$ cat src/rtl/resolution_overlay.sv
// resolution_overlay
// Fetches one row of the resolution-text character ROM during horizontal
// blank of every line that crosses the overlay window. It then serializes
// that row MSB-first, with pixel and line scaling, into a per-pixel overlay
// bit for the video mixer.
//
// Ports
//   clock         pixel clock, all logic on the rising edge
//   reset         synchronous, active-high
//   line_start    one-cycle pulse in horizontal blank, before the line's first de
//   line_y        y of the upcoming active line, sampled with line_start
//   de            active-video enable
//   pixel_x       x of the current pixel (meaningful when de=1)
//   rom_addr      registered row address to the character ROM
//   rom_q         ROM row data, valid one cycle after rom_addr changes
//   overlay_on    current pixel is inside the window on a fetched line
//   overlay_pixel glyph bit for the current pixel, 0 when overlay_on=0
//   busy          a row fetch is in progress
//
// State table
//   state | meaning
//   IDLE  | line outside the window, or nothing fetched yet; outputs held at 0
//   ADDR  | rom_addr holds the row; the ROM registers it this cycle
//   WAIT  | rom_q is valid; it is captured into the line buffer at cycle end
//   READY | line buffer valid; pixels are serialized from it
module resolution_overlay #(
    parameter int LINE_WIDTH = 136,
    parameter int X_POS      = 16,
    parameter int Y_POS      = 16,
    parameter int SCALE_LOG2 = 1
) (
    input  logic                  clock,
    input  logic                  reset,
    input  logic                  line_start,
    input  logic [11:0]           line_y,
    input  logic                  de,
    input  logic [11:0]           pixel_x,
    output logic [3:0]            rom_addr,
    input  logic [LINE_WIDTH-1:0] rom_q,
    output logic                  overlay_on,
    output logic                  overlay_pixel,
    output logic                  busy
);

    typedef enum logic [1:0] {
        S_IDLE,
        S_ADDR,
        S_WAIT,
        S_READY
    } state_e;

    localparam logic [12:0] Y_LO = 13'(Y_POS);
    localparam logic [12:0] Y_HI = 13'(Y_POS + (16 << SCALE_LOG2));
    localparam logic [12:0] X_LO = 13'(X_POS);
    localparam logic [12:0] X_HI = 13'(X_POS + (LINE_WIDTH << SCALE_LOG2));
    localparam logic [LINE_WIDTH-1:0] MSB_ONE = {1'b1, {(LINE_WIDTH-1){1'b0}}};

    state_e                state_q, state_d;
    logic [3:0]            addr_q, addr_d;
    logic [LINE_WIDTH-1:0] buf_q, buf_d;
    logic                  on_q, on_d;
    logic                  pix_q, pix_d;

    logic [12:0]           y_ext, y_off;
    logic [12:0]           x_ext, x_off;
    logic                  y_in, x_in;
    logic [3:0]            row;
    logic [7:0]            col;
    logic [LINE_WIDTH-1:0] col_sel;

    // Window decode. Offsets are only formed once the lower bound is known
    // to hold, so row and col never see a wrapped subtraction.
    always_comb begin
        y_ext   = {1'b0, line_y};
        y_in    = (y_ext >= Y_LO) && (y_ext < Y_HI);
        y_off   = y_in ? (y_ext - Y_LO) : 13'd0;
        row     = 4'(y_off >> SCALE_LOG2);

        x_ext   = {1'b0, pixel_x};
        x_in    = de && (x_ext >= X_LO) && (x_ext < X_HI);
        x_off   = x_in ? (x_ext - X_LO) : 13'd0;
        col     = 8'(x_off >> SCALE_LOG2);

        // Walks a one-hot mask from the MSB down, giving buf[LINE_WIDTH-1-col].
        col_sel = MSB_ONE >> col;
    end

    always_comb begin
        state_d = state_q;
        addr_d  = addr_q;
        buf_d   = buf_q;
        on_d    = 1'b0;
        pix_d   = 1'b0;

        // line_start wins over everything, so an in-flight fetch is dropped
        // before its WAIT capture can load a stale row.
        if (line_start) begin
            if (y_in) begin
                state_d = S_ADDR;
                addr_d  = row;
            end else begin
                state_d = S_IDLE;
                buf_d   = '0;
            end
        end else begin
            case (state_q)
                S_ADDR:  state_d = S_WAIT;
                S_WAIT: begin
                    buf_d   = rom_q;
                    state_d = S_READY;
                end
                default: state_d = state_q;
            endcase
        end

        if (state_q == S_READY && x_in) begin
            on_d  = 1'b1;
            pix_d = |(buf_q & col_sel);
        end
    end

    always_ff @(posedge clock) begin
        if (reset) begin
            state_q <= S_IDLE;
            addr_q  <= 4'd0;
            buf_q   <= '0;
            on_q    <= 1'b0;
            pix_q   <= 1'b0;
        end else begin
            state_q <= state_d;
            addr_q  <= addr_d;
            buf_q   <= buf_d;
            on_q    <= on_d;
            pix_q   <= pix_d;
        end
    end

    assign rom_addr      = addr_q;
    assign overlay_on    = on_q;
    assign overlay_pixel = pix_q;
    assign busy          = (state_q == S_ADDR) || (state_q == S_WAIT);

endmodule

$ cat config.mk
export PLATFORM = sky130hd
export DESIGN_NAME = resolution_overlay
export DESIGN_NICKNAME = d
export VERILOG_FILES = /design/src/rtl/resolution_overlay.sv
export SDC_FILE = /design/constraint.sdc
export NUM_CORES = 1
export LEC_CHECK = 0
export ABC_AREA = 1
export CAP_MARGIN = 20
export CORE_ASPECT_RATIO = 1.1
export CORE_MARGIN = 1
export CORE_UTILIZATION = 50
export CTS_BUF_LIST = sky130_fd_sc_hd__clkbuf_8
export DETAILED_ROUTE_END_ITERATION = 16
export GPL_TIMING_DRIVEN = 0
export PLACE_DENSITY = 0.89
export SETUP_SLACK_MARGIN = 0.1
export SYNTH_ARGS = -nofsm -noshare
export SYNTH_HDL_FRONTEND = slang
export SYNTH_SLANG_ARGS = --single-unit
$ cat constraint.sdc
create_clock -name clock -period 3.8 [get_ports clock]
set_clock_uncertainty 0.15 [all_clocks]
set_input_delay 0.76 -clock clock [delete_from_list [all_inputs] [get_ports clock]]
set_output_delay 0.76 -clock clock [all_outputs]
set_load 0.03 [all_outputs]
==> flow_metrics.tcl <==
set metrics [dict create \
    grt-ovfl-total 0 \
    fin_area_um2 9240 \
    worstHoldPathType "reg2reg" \
    ys_ff_latch 144 \
    path_max_fanout 10 \
    post-cts-setup-buffers 0 \
    clk_path_buf_depth 2 \
    yosys.cell_types.count 33 \
    leakage_nw 3.48 \
    h-tree-depth 4 \
    worst_pin_slew_ns 0.935 \
    end_kind "flip-flop" \
    die-area_um2 14300 \
    tns_ns 0 \
    maxCapViolCount 0 \
    post_drt_wl_per_cell_um 17.0 \
    insertion_delay_ns 0.49 \
    antenna_left 0 \
    ys_seq_area_frac 0.417 \
    dp_hpwl_um 18400 \
    synthSimpleGateAreaFrac 0.398 \
    cp_slowest_cell "clkdlybuf4s50_1" \
    hold_depth 2 \
    critPathLaunchType "input pin" \
    fmax_ghz 0.295 \
    postPlaceCellArea_um2 8830 \
    rows 44 \
    post-route-period-util 0.891 \
    synth_fp_nets 1212 \
    critPathKind "in2reg" \
    die_w_um 114 \
    start_util 0.519 \
    syn_area_um2 6910 \
    synth_adder_area_share 0.00906 \
    outcome "finished, final reports clean" \
    io_pins 171 \
    syn_inst 1043 \
    cp.required_ns 4.03 \
    setup-violations-final 0 \
    crit_top_cell "nor2_1" \
    grt_max_degree 17 \
    drv_slew 0 \
    synth_largest_area_cell "dfxtp_1" \
    synth_common_cells "nand2_1, dfxtp_1, a21oi_1" \
    synth-edff-count 0 \
    relSlewSlack 0.377 \
    cts_buffers 17 \
    final_hold_viol_count 0 \
    yosysWarnings 0 \
    synthXorXnorAreaFrac 0.00380 \
    grt_pass1_vias 7417 \
    multiInputGateArea_um2 3680 \
    grt_pass1_wl_um 37200 \
    synth_ff_type "dfxtp_1" \
    cts_sinks 144 \
    final.fill_count 1149 \
    drc 0 \
    core_area_um2 13300 \
    critPathMaxStageDelay_ns 0.45 \
    final_nets 1400 \
    avgSynthCellArea_um2 6.62 \
    synth_area_leaders "dfxtp_1, nand2_1, a21oi_1" \
    path_cells "clkdlybuf4s50_1, inv_1, ha_1, clkbuf_2, inv_2, buf_1, nand4_1, nand2_1, nor2_1, nand2_1, nor2_1, nand2_1, nor2_1, nor2_1, nor2_1, nor2_1" \
    muxShareOfSynthArea 0 \
    synth_compound_area_frac 0.115 \
    max-vdd-ir-drop_mv 0.237 \
    finalCriticalPeriod_ns 3.39 \
    drtIter0Drc 780 \
    clk_pin_slew_ns 0.08 \
    ys_async_sr_fraction 0 \
    synth_top_family_by_area "simple AND/OR/NAND/NOR gates" \
    wirelength_um 24300 \
    ctsHoldBuffers 0 \
    antenna_found_initial 0 \
    ctsResizeCount 5 \
    firstDrtPassIters 12 \
    synth_top_area_frac 0.417 \
    post-route-util 0.694 \
    cts_tree "done" \
    track_usage 0.345 \
    drive_gt1_frac 0.0563 \
    power_density_nw_per_um2 317 \
    synth.most_common_cell "nand2_1" \
    die_y_um 125 \
    arrival_ns 3.62 \
    r2r.worst_path.cells 10 \
    vias 7884 \
    gp_congestion 0.995 \
    port_buffers 168 \
    antenna_cells 0 \
    syn2layout_area_growth_pct 33.8 \
    root_buffer "clkbuf_8" \
    vias_per_cell 5.52 \
    grt_setup_unrepaired "no" \
    regArea_um2 2880 \
]
logic make-up (layout without fill, tap and decap cells):
family / count (synthesis) / after routing
buffers and inverters: 99 / 300
xor gates and xnor gates: 3 / 3
adders and majority gates: 5 / 5
and+or+nand+nor: 640 / 640
DFF: 144 / 144
AOI/OAI and AO/OA: 152 / 152
worst max-delay path: cells and delay by family:
kind / cells / cell delay [ns]
adders and majority gates: 1 / 0.41
buffers and inverters: 5 / 1.33
and+or+nand+nor: 10 / 1.10
final cells by class:
class	instances	area share
multi-input cells	800	0.398
flip-flops and latches	144	0.312
repair buffers	169	0.183
clock buffers	21	0.0313
plain buffers	66	0.0296
well taps	184	0.0249
inverters	33	0.0139
clock inverters	11	0.00731
sequential cells by signal (all words and copies together) (netlist names):
register / count
buf_q: 136
state_q: 2
overlay_pixel: 1
overlay_on: 1
rom_addr: 4
report_power, final:
| group | leakage (nW) | internal (mW) | total [mW] | switching, mW |
|---|---|---|---|---|
| logic | 2.13 | 0.169 | 0.316 | 0.147 |
| registers | 1.16 | 1.51 | 1.51 | 0.000833 |
| clock network | 0.191 | 0.511 | 1.10 | 0.594 |
| total | 3.48 | 2.19 | 2.93 | 0.742 |
worst paths after layout:
path	start	end	slack [ns]
max reg2reg	state_q[0]	buf_q[4]	1.02
min reg2reg	buf_q[41]	buf_q[41]	0.32
max	pixel_x[5]	overlay_pixel	0.41
min	buf_q[41]	buf_q[41]	0.32
per-stage QoR:
| stage | worst slack (ns) | std cells | power, mW | hold slack, ns |
|---|---|---|---|---|
| 2_1_floorplan | 0.866 | 1043 | 1.64 | 0.287 |
| 3_3_place_gp | -0.748 | 1395 | 1.85 | 0.301 |
| 3_5_place_dp | -0.755 | 1396 | 1.85 | 0.304 |
| 4_1_cts | 0.143 | 1428 | 2.92 | 0.319 |
| 5_1_grt | 0.268 | 1428 | 3.01 | 0.332 |
| 6_report | 0.415 | 1428 | 2.93 | 0.319 |
routing by layer:
metal	track usage	vias up	routed length, µm
li1	-	3843	-
met5	0	-	0
met4	0.198	0	1250
met3	0.0810	90	2010
met2	0.580	394	11600
met1	0.397	3557	9430
cells in the final DEF (no fill, tap or decap), types with 2 or more instances in the layout:
cell type	instances
inv_4	2
nor2_2	5
buf_2	10
nor3_1	5
clkinvlp_4	2
o21ai_0	8
nand3_1	76
clkinv_4	3
clkbuf_1	43
nand2_1	378
a21oi_1	139
nor4_1	2
clkbuf_2	2
ha_1	5
inv_2	3
xor2_1	2
clkinv_2	3
nor2_1	92
clkbuf_8	21
nor3_2	5
inv_1	31
clkbuf_4	2
nand4_1	69
nor2_4	2
dfxtp_1	144
clkdlybuf4s50_1	167
buf_1	8
(Power assumes the default switching activity.)
==> RTL change, RTL diff (same flow settings) <==
`addr_q` and `buf_q` no longer have a reset.
--- a/src/rtl/resolution_overlay.sv
+++ b/src/rtl/resolution_overlay.sv
@@ -122,17 +122,18 @@
     always_ff @(posedge clock) begin
         if (reset) begin
             state_q <= S_IDLE;
-            addr_q  <= 4'd0;
-            buf_q   <= '0;
             on_q    <= 1'b0;
             pix_q   <= 1'b0;
         end else begin
             state_q <= state_d;
-            addr_q  <= addr_d;
-            buf_q   <= buf_d;
             on_q    <= on_d;
             pix_q   <= pix_d;
         end
+    end
+
+    always_ff @(posedge clock) begin
+        addr_q <= addr_d;
+        buf_q  <= buf_d;
     end
 
     assign rom_addr      = addr_q;
Check against the original RTL: not equivalent (a bounded check fails within 4 cycles, from zero or initial values and one cycle with reset high).
==> RTL change against the original RTL <==
First-iteration DRC count down 6.7%; design area up 6.2%; critical path depth unchanged; area after synthesis up 8.6%; power up 17%; setup slack worse by 0.19 ns; sequential cell count unchanged; final cell count down 13%; combinational power up 31%; routed wire length down 8.8%; sequential share of layout area up 12 points; largest cell class is now sequential cells; highest routed layer unchanged.
==> RTL change: results (changes against the original RTL) <==
Global route
  – Met1 track utilization from global routing: 0.361 (-0.0364)
  – GR Util All Layers: 0.297 (-0.0473)
  – Met3 track demand over resource: 0.0681 (-0.0128)
  – Number of global-route vias before repair: 6458 (-13%)
  – Global-route wire length before repair: 33800 µm (-9.1%)
  – Maximum number of pins on one net before global-route repair: 136 (+119)

Power and ir drop
  – Total leakage power: 4.39 nW (+26%)
  – Worst IR Drop VDD: 0.000225 V (-5.2%)
  – Fraction of power spent switching nets: 0.250 (-0.00344)

Synth
  – Post-synth EDFFs: 140 (+140)
  – Commonest cells in the synthesized netlist: sky130_fd_sc_hd__nor2_1, sky130_fd_sc_hd__inv_1, sky130_fd_sc_hd__edfxtp_1
  – Count of distinct cell types in the synthesized netlist: 38 (+15%)
  – Sequential share of the synthesized area: 0.571 (+0.154)
  – Biggest area contributors in the synthesized netlist: sky130_fd_sc_hd__edfxtp_1, sky130_fd_sc_hd__nor2_1, sky130_fd_sc_hd__inv_1
  – Number of nets produced by synthesis: 1020 (-16%)

Routing
  – Detailed router's first-iteration violation count: 728 (-6.7%)
  – M1 WL: 8510 µm (-9.7%)
  – Routed via count divided by cell count: 5.32 (-3.7%)
  – Routed wire per std cell: 17.8 µm (+4.8%)
  – Number of detailed-routing iterations run before antenna repair: 5 (-7)
  – Vias: 6603 (-16%)
  – Wire length on met3: 2020 µm (+0.70%)
  – Met2 WL: 10600 µm (-8.2%)

Critical path
  – Worst Path Max Fanout: 8 (-2)
  – CP delay by family, top: simple AND/OR/NAND/NOR gates
  – Slowest stage delay, CP: 0.72 ns (+0.27 ns)
  – Cell with the largest stage delay on the worst path: sky130_fd_sc_hd__nor3_2

Die
  – Tap cell count: 192 (+4.3%)

Finish
  – Portion of the layout cell area used by non-clock buffers: 0.191 (-0.0219)
  – Number of fill cells in the layout: 1148 (-0.087%)
  – Layout multi-input combinational cell count: 504 (-37%)
  – Fraction of area in clock buffers and inverters: 0.0361 (-0.00252)
  – Net count of the finished layout: 1206 (-14%)
  – Inverters excl. clock: 166 (+400%)
  – Fraction of final layout cells sized beyond drive strength 1: 0.0695 (+0.0133)

Placed design
  – Port Buffer Count: 165 (-1.8%)
  – RD Place Congestion: 0.980 (-1.5%)
  – Minimum setup slack after placement: -0.575 ns (+0.181 ns)
  – Total placed instance area: 9440 µm² (+6.9%)

STA
  – Actual transition at the worst max-transition pin: 0.973 ns (+0.0379 ns)

Run status
  – Outcome: completed

Min path
  – Worst hold-check path type: flip-flop to flip-flop
RTL change: cell types whose count changed after synthesis, moves of 4 or more:
cell                       change
sky130_fd_sc_hd__nand2_1     -267
sky130_fd_sc_hd__dfxtp_1     -140
sky130_fd_sc_hd__edfxtp_1    +140
sky130_fd_sc_hd__a21oi_1     -138
sky130_fd_sc_hd__inv_1       +131
sky130_fd_sc_hd__nor2_1      +118
sky130_fd_sc_hd__clkbuf_1     -24
sky130_fd_sc_hd__nand3_1       -9
sky130_fd_sc_hd__o21ai_0       -8
sky130_fd_sc_hd__buf_2         -7
sky130_fd_sc_hd__buf_1         -4
sky130_fd_sc_hd__buf_6         +4
RTL change: kinds of logic after synthesis:
kind of cell             count (synthesis)  synth area share
adder cells (fa/ha/maj)                  5           0.00834
AND/OR/NAND/NOR                        490             0.301
XOR/XNOR                                 3           0.00350
buffers and inverters                  203             0.109
flip-flops                             144             0.571
AO/OA/AOI/OAI                            6           0.00701
RTL change: final timing paths:
check | startpoint | end | slack [ns] | cells after the start
setup / recovery | pixel_x[4] | overlay_pixel | 0.22 | 16
hold / removal | state_q[1] | state_q[1] | 0.50 | 2
setup reg to reg | state_q[0] | buf_q[0] | 1.79 | 5
hold reg to reg | state_q[1] | state_q[1] | 0.50 | 2
RTL change: power by group through the flow:
stage                     Clock, W  Sequential, W  Combinational (W)
after floorplan                  0        0.00192           0.000167
after global placement           0        0.00194           0.000389
after detailed placement         0        0.00194           0.000407
after CTS                  0.00111        0.00190           0.000410
after global routing       0.00117        0.00191           0.000449
final                      0.00111        0.00190           0.000414
RTL change: repair_timing:
action | 4_1_cts | 5_1_grt
setup endpoints to repair | 1 | 1
pin swaps | 0 | 0
hold buffers | 0 | 0
endpoints found under the hold margin | 0 | 0
gates resized for setup | 4 | 3
setup buffers | 0 | 2
gates cloned | 0 | 0
